`config.mk`:
```
export PLATFORM = sky130hd
export DESIGN_NAME = dot_product_sequencer_flat
export DESIGN_NICKNAME = d
export VERILOG_FILES = /design/src/rtl/dot_product_sequencer_if.sv /design/src/rtl/dot_product_sequencer.sv /design/src/flat_wrapper.sv
export SDC_FILE = /design/constraint.sdc
export NUM_CORES = 1
export LEC_CHECK = 0
export CORE_ASPECT_RATIO = 1.2
export CORE_MARGIN = 3
export CORE_UTILIZATION = 52
export CTS_CLUSTER_DIAMETER = 150
export DETAILED_ROUTE_END_ITERATION = 16
export PLACE_DENSITY = 0.76
export SLEW_MARGIN = 20
export SYNTH_ARGS = -nofsm -noshare
export SYNTH_HDL_FRONTEND = slang
export SYNTH_SLANG_ARGS = --single-unit
```
`constraint.sdc`:
```
create_clock -name clk -period 2.7 [get_ports clk]
set_input_delay 0.675 -clock clk [delete_from_list [all_inputs] [get_ports clk]]
set_output_delay 0.675 -clock clk [all_outputs]
set_load 0.03 [all_outputs]
```
`src/rtl/dot_product_sequencer_if.sv`:
```
// Host/datapath bundle for the dot-product sequencer: start/config in, mem/FIFO/dotProduct strobes out.
interface dot_product_sequencer_if #(
  parameter int ADDR_WIDTH = 5
);
  logic                  start;
  logic                  abort;
  logic [ADDR_WIDTH:0]   num_vectors;
  logic [ADDR_WIDTH-1:0] rd_base;
  logic [ADDR_WIDTH-1:0] wr_base;
  logic                  mem_rd_en;
  logic [ADDR_WIDTH-1:0] mem_rd_addr;
  logic                  op_fifo_wr_en;
  logic                  op_fifo_rd_en;
  logic                  op_fifo_empty;
  logic                  dp_valid_in;
  logic                  res_fifo_wr_en;
  logic                  res_fifo_rd_en;
  logic                  res_fifo_empty;
  logic                  mem_wr_en;
  logic [ADDR_WIDTH-1:0] mem_wr_addr;
  logic                  fifo_flush;
  logic                  busy;
  logic                  done;

  modport slave (
    input  start, abort, num_vectors, rd_base, wr_base, op_fifo_empty, res_fifo_empty,
    output mem_rd_en, mem_rd_addr, op_fifo_wr_en, op_fifo_rd_en, dp_valid_in,
           res_fifo_wr_en, res_fifo_rd_en, mem_wr_en, mem_wr_addr, fifo_flush, busy, done
  );

  modport master (
    output start, abort, num_vectors, rd_base, wr_base, op_fifo_empty, res_fifo_empty,
    input  mem_rd_en, mem_rd_addr, op_fifo_wr_en, op_fifo_rd_en, dp_valid_in,
           res_fifo_wr_en, res_fifo_rd_en, mem_wr_en, mem_wr_addr, fifo_flush, busy, done
  );
endinterface

```
`src/rtl/dot_product_sequencer.sv`:
```
// Control sequencer for a batch of N dot products: read issue, operand pop, result drain, mem3 write.
// Carries no data; credit counters keep the operand and result FIFOs from overflowing.
module dot_product_sequencer #(
  parameter int ADDR_WIDTH = 5,
  parameter int MEM_SIZE   = 32,
  parameter int FIFO_DEPTH = 8,
  parameter int DP_LATENCY = 2
) (
  input logic                    clk,
  input logic                    rst,
  dot_product_sequencer_if.slave bus
);

  localparam int CW = ADDR_WIDTH + 1;
  typedef logic [CW-1:0]         cnt_t;
  typedef logic [ADDR_WIDTH-1:0] addr_t;
  localparam cnt_t DEPTH_C = cnt_t'(FIFO_DEPTH);
  localparam cnt_t MEM_C   = cnt_t'(MEM_SIZE);

  typedef enum logic [1:0] {
    S_IDLE = 2'd0,
    S_RUN  = 2'd1,
    S_DONE = 2'd2
  } state_t;

  state_t r_state, w_state_nxt;

  cnt_t  r_n;
  addr_t r_rd_base, r_wr_base;
  cnt_t  r_rd_cnt, r_pop_cnt, r_op_push_cnt, r_res_push_cnt, r_res_pop_cnt, r_wr_cnt;

  logic                  r_mem_rd_en;
  addr_t                 r_mem_rd_addr;
  logic                  r_op_fifo_wr_en;
  logic                  r_op_fifo_rd_en;
  logic                  r_dp_valid;
  logic [DP_LATENCY-1:0] r_vld_pipe;
  logic                  r_res_fifo_rd_en;
  logic                  r_mem_wr_en;
  addr_t                 r_mem_wr_addr;
  logic                  r_fifo_flush;
  logic                  r_busy;
  logic                  r_done;

  logic  w_start, w_abort, w_run, w_res_wr;
  cnt_t  w_n_in, w_op_credit, w_res_credit, w_op_avail, w_res_avail, w_wr_cnt_nxt;
  logic  w_rd_issue, w_pop, w_drain;
  addr_t w_rd_addr;

  assign w_start  = (r_state == S_IDLE) && bus.start;
  assign w_abort  = (r_state == S_RUN) && bus.abort;
  assign w_run    = (r_state == S_RUN) && !bus.abort;
  assign w_res_wr = r_vld_pipe[DP_LATENCY-1];
  assign w_n_in   = (bus.num_vectors > MEM_C) ? MEM_C : bus.num_vectors;

  assign w_op_credit  = r_rd_cnt - r_pop_cnt;
  assign w_res_credit = r_pop_cnt - r_res_pop_cnt;
  // Availability counts the push landing on this edge, so a pop can follow a push by one cycle
  // without ever popping more entries than were pushed.
  assign w_op_avail   = r_op_push_cnt + cnt_t'(r_op_fifo_wr_en) - r_pop_cnt;
  assign w_res_avail  = r_res_push_cnt + cnt_t'(w_res_wr) - r_res_pop_cnt;
  assign w_wr_cnt_nxt = r_wr_cnt + cnt_t'(r_mem_wr_en);

  // The first read goes out together with the start acceptance so it lands in the first RUN cycle.
  assign w_rd_issue = (w_start && (w_n_in != '0)) ||
                      (w_run && (r_rd_cnt < r_n) && (w_op_credit < DEPTH_C));
  assign w_rd_addr  = w_start ? bus.rd_base : addr_t'(r_rd_base + r_rd_cnt[ADDR_WIDTH-1:0]);
  assign w_pop      = w_run && !bus.op_fifo_empty && (w_op_avail != '0) &&
                      (r_pop_cnt < r_n) && (w_res_credit < DEPTH_C);
  assign w_drain    = w_run && !bus.res_fifo_empty && (w_res_avail != '0);

  always_comb begin
    w_state_nxt = r_state;
    unique case (r_state)
      S_IDLE: if (bus.start) w_state_nxt = (w_n_in == '0) ? S_DONE : S_RUN;
      S_RUN: begin
        if (bus.abort)                 w_state_nxt = S_IDLE;
        else if (w_wr_cnt_nxt == r_n)  w_state_nxt = S_DONE;
      end
      S_DONE:  w_state_nxt = S_IDLE;
      default: w_state_nxt = S_IDLE;
    endcase
  end

  always_ff @(posedge clk or posedge rst) begin
    if (rst) r_state <= S_IDLE;
    else     r_state <= w_state_nxt;
  end

  always_ff @(posedge clk or posedge rst) begin
    if (rst) begin
      r_n              <= '0;
      r_rd_base        <= '0;
      r_wr_base        <= '0;
      r_rd_cnt         <= '0;
      r_pop_cnt        <= '0;
      r_op_push_cnt    <= '0;
      r_res_push_cnt   <= '0;
      r_res_pop_cnt    <= '0;
      r_wr_cnt         <= '0;
      r_mem_rd_en      <= 1'b0;
      r_mem_rd_addr    <= '0;
      r_op_fifo_wr_en  <= 1'b0;
      r_op_fifo_rd_en  <= 1'b0;
      r_dp_valid       <= 1'b0;
      r_vld_pipe       <= '0;
      r_res_fifo_rd_en <= 1'b0;
      r_mem_wr_en      <= 1'b0;
      r_mem_wr_addr    <= '0;
      r_fifo_flush     <= 1'b0;
      r_busy           <= 1'b0;
      r_done           <= 1'b0;
    end else begin
      r_busy       <= (w_state_nxt != S_IDLE);
      r_done       <= (w_state_nxt == S_DONE) && (r_state != S_DONE);
      r_fifo_flush <= w_abort;

      r_mem_rd_en <= w_rd_issue;
      if (w_rd_issue) r_mem_rd_addr <= w_rd_addr;

      // Abort kills every strobe still in flight through the datapath.
      r_op_fifo_wr_en <= r_mem_rd_en && !w_abort;
      r_op_fifo_rd_en <= w_pop;
      r_dp_valid      <= r_op_fifo_rd_en && !w_abort;
      r_vld_pipe[0]   <= r_dp_valid && !w_abort;
      for (int i = 1; i < DP_LATENCY; i++)
        r_vld_pipe[i] <= r_vld_pipe[i-1] && !w_abort;
      r_res_fifo_rd_en <= w_drain;
      r_mem_wr_en      <= r_res_fifo_rd_en && !w_abort;
      if (r_res_fifo_rd_en)
        r_mem_wr_addr <= r_wr_base + r_wr_cnt[ADDR_WIDTH-1:0] + addr_t'(r_mem_wr_en);

      if (w_start) begin
        r_n            <= w_n_in;
        r_rd_base      <= bus.rd_base;
        r_wr_base      <= bus.wr_base;
        r_rd_cnt       <= cnt_t'(w_rd_issue);
        r_pop_cnt      <= '0;
        r_op_push_cnt  <= '0;
        r_res_push_cnt <= '0;
        r_res_pop_cnt  <= '0;
        r_wr_cnt       <= '0;
      end else if (r_state == S_RUN) begin
        r_rd_cnt       <= r_rd_cnt + cnt_t'(w_rd_issue);
        r_pop_cnt      <= r_pop_cnt + cnt_t'(w_pop);
        r_op_push_cnt  <= r_op_push_cnt + cnt_t'(r_op_fifo_wr_en);
        r_res_push_cnt <= r_res_push_cnt + cnt_t'(w_res_wr);
        r_res_pop_cnt  <= r_res_pop_cnt + cnt_t'(w_drain);
        r_wr_cnt       <= w_wr_cnt_nxt;
      end
    end
  end

  assign bus.mem_rd_en      = r_mem_rd_en;
  assign bus.mem_rd_addr    = r_mem_rd_addr;
  assign bus.op_fifo_wr_en  = r_op_fifo_wr_en;
  assign bus.op_fifo_rd_en  = r_op_fifo_rd_en;
  assign bus.dp_valid_in    = r_dp_valid;
  assign bus.res_fifo_wr_en = w_res_wr;
  assign bus.res_fifo_rd_en = r_res_fifo_rd_en;
  assign bus.mem_wr_en      = r_mem_wr_en;
  assign bus.mem_wr_addr    = r_mem_wr_addr;
  assign bus.fifo_flush     = r_fifo_flush;
  assign bus.busy           = r_busy;
  assign bus.done           = r_done;

endmodule

```
`src/flat_wrapper.sv`:
```
// flat-port wrapper written by rule: the top's interface ports become plain ports
module dot_product_sequencer_flat 
#(
  parameter int ADDR_WIDTH = 5,
  parameter int MEM_SIZE   = 32,
  parameter int FIFO_DEPTH = 8,
  parameter int DP_LATENCY = 2
)
  (clk, rst, bus_start, bus_abort, bus_num_vectors, bus_rd_base, bus_wr_base, bus_op_fifo_empty, bus_res_fifo_empty, bus_mem_rd_en, bus_mem_rd_addr, bus_op_fifo_wr_en, bus_op_fifo_rd_en, bus_dp_valid_in, bus_res_fifo_wr_en, bus_res_fifo_rd_en, bus_mem_wr_en, bus_mem_wr_addr, bus_fifo_flush, bus_busy, bus_done);
  dot_product_sequencer_if #(.ADDR_WIDTH(ADDR_WIDTH)) bus_i ();
  input logic clk;
  input logic rst;
  input wire logic [$bits(bus_i.start)-1:0] bus_start;
  input wire logic [$bits(bus_i.abort)-1:0] bus_abort;
  input wire logic [$bits(bus_i.num_vectors)-1:0] bus_num_vectors;
  input wire logic [$bits(bus_i.rd_base)-1:0] bus_rd_base;
  input wire logic [$bits(bus_i.wr_base)-1:0] bus_wr_base;
  input wire logic [$bits(bus_i.op_fifo_empty)-1:0] bus_op_fifo_empty;
  input wire logic [$bits(bus_i.res_fifo_empty)-1:0] bus_res_fifo_empty;
  output wire logic [$bits(bus_i.mem_rd_en)-1:0] bus_mem_rd_en;
  output wire logic [$bits(bus_i.mem_rd_addr)-1:0] bus_mem_rd_addr;
  output wire logic [$bits(bus_i.op_fifo_wr_en)-1:0] bus_op_fifo_wr_en;
  output wire logic [$bits(bus_i.op_fifo_rd_en)-1:0] bus_op_fifo_rd_en;
  output wire logic [$bits(bus_i.dp_valid_in)-1:0] bus_dp_valid_in;
  output wire logic [$bits(bus_i.res_fifo_wr_en)-1:0] bus_res_fifo_wr_en;
  output wire logic [$bits(bus_i.res_fifo_rd_en)-1:0] bus_res_fifo_rd_en;
  output wire logic [$bits(bus_i.mem_wr_en)-1:0] bus_mem_wr_en;
  output wire logic [$bits(bus_i.mem_wr_addr)-1:0] bus_mem_wr_addr;
  output wire logic [$bits(bus_i.fifo_flush)-1:0] bus_fifo_flush;
  output wire logic [$bits(bus_i.busy)-1:0] bus_busy;
  output wire logic [$bits(bus_i.done)-1:0] bus_done;
  assign bus_i.start = bus_start;
  assign bus_i.abort = bus_abort;
  assign bus_i.num_vectors = bus_num_vectors;
  assign bus_i.rd_base = bus_rd_base;
  assign bus_i.wr_base = bus_wr_base;
  assign bus_i.op_fifo_empty = bus_op_fifo_empty;
  assign bus_i.res_fifo_empty = bus_res_fifo_empty;
  assign bus_mem_rd_en = bus_i.mem_rd_en;
  assign bus_mem_rd_addr = bus_i.mem_rd_addr;
  assign bus_op_fifo_wr_en = bus_i.op_fifo_wr_en;
  assign bus_op_fifo_rd_en = bus_i.op_fifo_rd_en;
  assign bus_dp_valid_in = bus_i.dp_valid_in;
  assign bus_res_fifo_wr_en = bus_i.res_fifo_wr_en;
  assign bus_res_fifo_rd_en = bus_i.res_fifo_rd_en;
  assign bus_mem_wr_en = bus_i.mem_wr_en;
  assign bus_mem_wr_addr = bus_i.mem_wr_addr;
  assign bus_fifo_flush = bus_i.fifo_flush;
  assign bus_busy = bus_i.busy;
  assign bus_done = bus_i.done;
  dot_product_sequencer #(.ADDR_WIDTH(ADDR_WIDTH), .MEM_SIZE(MEM_SIZE), .FIFO_DEPTH(FIFO_DEPTH), .DP_LATENCY(DP_LATENCY)) u_core (.clk(clk), .rst(rst), .bus(bus_i));
endmodule
```
==> results.tsv <==
stage	metric	value	unit
status	status	finished, violations left	
status	failing checks	setup timing	
floorplanning	Die Width	90.20	µm
cts	H-tree depth	3	
synth	Post-Synthesis Cells	454	
synth	Synth Area in Compound Gates	15.50	%
synth	Yosys Warn Count	0	
critical_path	arrival time worst endpoint	3.19	ns
cts	CTS max path bufs	2	
floorplanning	core footprint	8198	µm²
synth	Synth Area in XOR/XNOR	6.929	%
place	Placed Area	5251	µm²
pwr	Max VDD drop	0.5812	mV
finish	diodes inserted	0	
hold_path	Worst Hold Class	flip-flop to flip-flop	
cts	Root Driver	clkbuf_8	
synth	leading post-synthesis cells by cell area	dfrtp_1 42%, ha_1 13%, xnor2_1 5.1%	
global_route	Total GRT Usage	23.11	%
cts	clock slew at reported path FFs	0.08	ns
sta	final slew viol count	0	
cts	hold buffer count at CTS	0	
synth	dominant cell type by area after synthesis	dfrtp_1	
place	Placer Congestion	0.8301	
synth	Post-synth ARST share	100.0	%
finish	P&R area growth vs syn	30.46	%
synth	Post-Syn Area per Cell	9.745	µm²
floorplanning	Die Y-Extent	107.0	µm
critical_path	CP Max Fanout	3	
drt	DRT Pass-1 Iters	4	
critical_path	startpoint class of the critical path	flip-flop	
synth	Post-Synth Adder-Cell Area	14.65	%
floorplanning	Initial Util	53.97	%
critical_path	Setup crit end kind	flip-flop	
synth	Yosys cell types	46	
place	DP Wirelength	7360	µm
synth	Primary FF master, synth	dfrtp_1	
finish	share of layout cells above drive strength 1	20.34	%
finish	most common cell after layout, fill and taps aside	dfrtp_1	
drt	ANT nets after route	0	
sta	Worst-Margin Slew	0.8218	ns
sta	Setup Skew	0.007912	ns
sta	fin crit share	109.9	%
finish	area of the multi-input gates	2684	µm²
synth	post-synthesis register bit count	75	
sta	Final Hold Fails	0	
synth	Post-Synth Simple-Gate Area	14.51	%
drt	Routed WL per cell	16.40	µm
global_route	largest net degree at the start of global routing	43	
cts	CTS tree	yes	
synth	mux cell area share after synthesis	2.234	%
finish	most frequent cells in the layout	73 x dfrtp_1, 55 x nand2_1, 41 x clkdlybuf4s50_1, 41 x buf_4, 34 x ha_1	
critical_path	critical path class	flip-flop to flip-flop	
synth	Synth top area share	42.42	%
critical_path	r2r worst-path depth	14	
drt	DRC violations left	0	
hold_path	WHS Path Cells	1	
global_route	first-pass GRT wire length	18020	µm
drt	DR vias/cell	5.595	
synth	register area share after synthesis	42.42	%
drt	Starting DRT DRC Count	144	
pwr	Tot Pwr	5.094	mW
sta	setup ws final	-0.2661	ns
global_route	initial antenna violation count	0	
critical_path	Req. time, crit path	2.93	ns
finish	fill cell count	595	
sta	Tmin final	2.966	ns
cts	later-pin clock latency in the skew report	0.36	ns
job	max-cap violations	0	
synth	synthesized area	4424	µm²
drt	DR vias	3637	
floorplanning	FP Rows	36	
finish	Sequential Area	1879	µm²
sta	Peak Freq	337.1	MHz
cts	CTS sink cnt	75	
pwr	pwr/cell area	882.6	nW/µm²
global_route	Remaining Overflow, GRT	0	
floorplanning	io pins	42	
place	port bufs	41	
finish	Net count, final	603	
pwr	leakage	2.639	nW
synth	Syn Nets	526	
drt	drt total wl	10660	µm
global_route	number of global-route vias before repair	3841	
sta	Slew headroom	45.21	%
floorplanning	die area	9655	µm²
cts	CTS Buf Count	9	
synth	Post-synth EDFFs	0	
sta	setup TNS	-1.333	ns
synth	largest family of logic cells by synthesized area	compound AO/OA/AOI/OAI gates	
sta	setup violators final	10	
sta	RSZ-0062 raised after global routing	true	
finish	final instance area	5772	µm²
==> per-layer routing <==
layer	wire length [µm]	GRT usage (%)
met2	5703	42.18
met1	4461	27.75
met3	313	2.947
met4	179	8.862
met5	0	0
==> worst paths after layout <==
check	slack, ns	start	to
min in group asynchronous	0.71	rst	u_core.r_res_pop_cnt[2]
max in group asynchronous	1.34	rst	u_core.r_rd_base[1]
worst max register to register	-0.27	u_core.r_vld_pipe[1]	u_core.r_res_pop_cnt[5]
worst min-delay path	0.49	u_core.bus.mem_rd_addr[3]	u_core.bus.mem_rd_addr[3]
worst max-delay path	-0.27	u_core.r_vld_pipe[1]	u_core.r_res_pop_cnt[5]
worst min register to register	0.49	u_core.bus.mem_rd_addr[3]	u_core.bus.mem_rd_addr[3]
==> sequential cells by signal (all words and copies together), names as in the netlist, 2 cells and up <==
signal / count
u_core.r_pop_cnt: 6
u_core.r_wr_cnt: 6
u_core.r_n: 6
u_core.r_rd_cnt: 6
u_core.bus.mem_wr_addr: 5
u_core.bus.mem_rd_addr: 5
u_core.r_res_pop_cnt: 6
u_core.r_vld_pipe: 2
u_core.r_state: 2
u_core.r_rd_base: 5
u_core.r_op_push_cnt: 6
u_core.r_wr_base: 5
u_core.r_res_push_cnt: 6
==> report_power, final <==
group	switching [mW]	total (mW)	internal, mW
combinational	1.34	2.45	1.12
clock	0.440	0.986	0.545
sequential	0.242	1.66	1.41
==> cells in the mapped netlist, types with 2 or more instances <==
cell,n
and2_1,8
clkbuf_1,15
a311oi_1,2
a21o_1,7
a22o_1,15
nand4_1,6
xor2_1,9
nor2_1,16
nand2b_1,5
nand3_1,15
mux2_1,5
inv_1,27
o21ai_0,45
mux2_2,2
o211ai_1,2
a211oi_1,2
fa_1,3
nor2b_1,3
nand2_1,57
ha_1,47
a21oi_1,18
o31ai_1,6
dfrtp_1,75
xnor2_1,26
nor3_1,5
and3_1,5
nand3b_1,5
a31oi_1,3
nor4_1,2
mux2i_1,2
==> cells by family after synthesis <==
group           count (synthesis)
mux                             9
buf+inv                        44
flops                          75
simple gates                  133
compound gates                108
xor+xnor                       35
fa+ha+maj                      50
==> per-stage QoR <==
stage	hold slack [ns]	setup slack [ns]	cells	utilization (%)
global route	0.5212	-0.3929	650	70.41
finish	0.4909	-0.2661	650	70.41
CTS	0.4954	-0.2431	646	68.09
detailed placement	0.4728	-0.2649	623	64.06
global placement	0.4627	-0.1347	623	64.06
floorplan	0.4276	-0.1398	454	-
==> critical path: stages, from the launching register on <==
cell and delay (ns):
dfrtp_2 0.43, ha_4 0.17, ha_4 0.17, xor2_4 0.19
ha_4 0.29, nand2_2 0.05, o21ai_2 0.18, nand3_2 0.10
nand2_2 0.10, xnor2_2 0.07, a311oi_2 0.25, ha_2 0.26
nand4_1 0.16, o211ai_1 0.26, o31ai_1 0.13
==> repair_timing <==
item / 4_1_cts / 5_1_grt
endpoints found under the setup margin: 12 / 18
buffers inserted: 7 / 5
gates resized for setup: 11 / 34
pin swaps: 22 / 19
==> area by class of cell <==
type | instances | area share, %
Inverter | 27 | 1.756
Multi-Input combinational cell | 335 | 46.50
Tap cell | 114 | 2.471
Clock buffer | 10 | 2.385
Sequential cell | 75 | 32.56
Clock inverter | 6 | 1.539
Timing Repair Buffer | 83 | 12.79
Note: power is estimated with default switching activity, not from simulation.
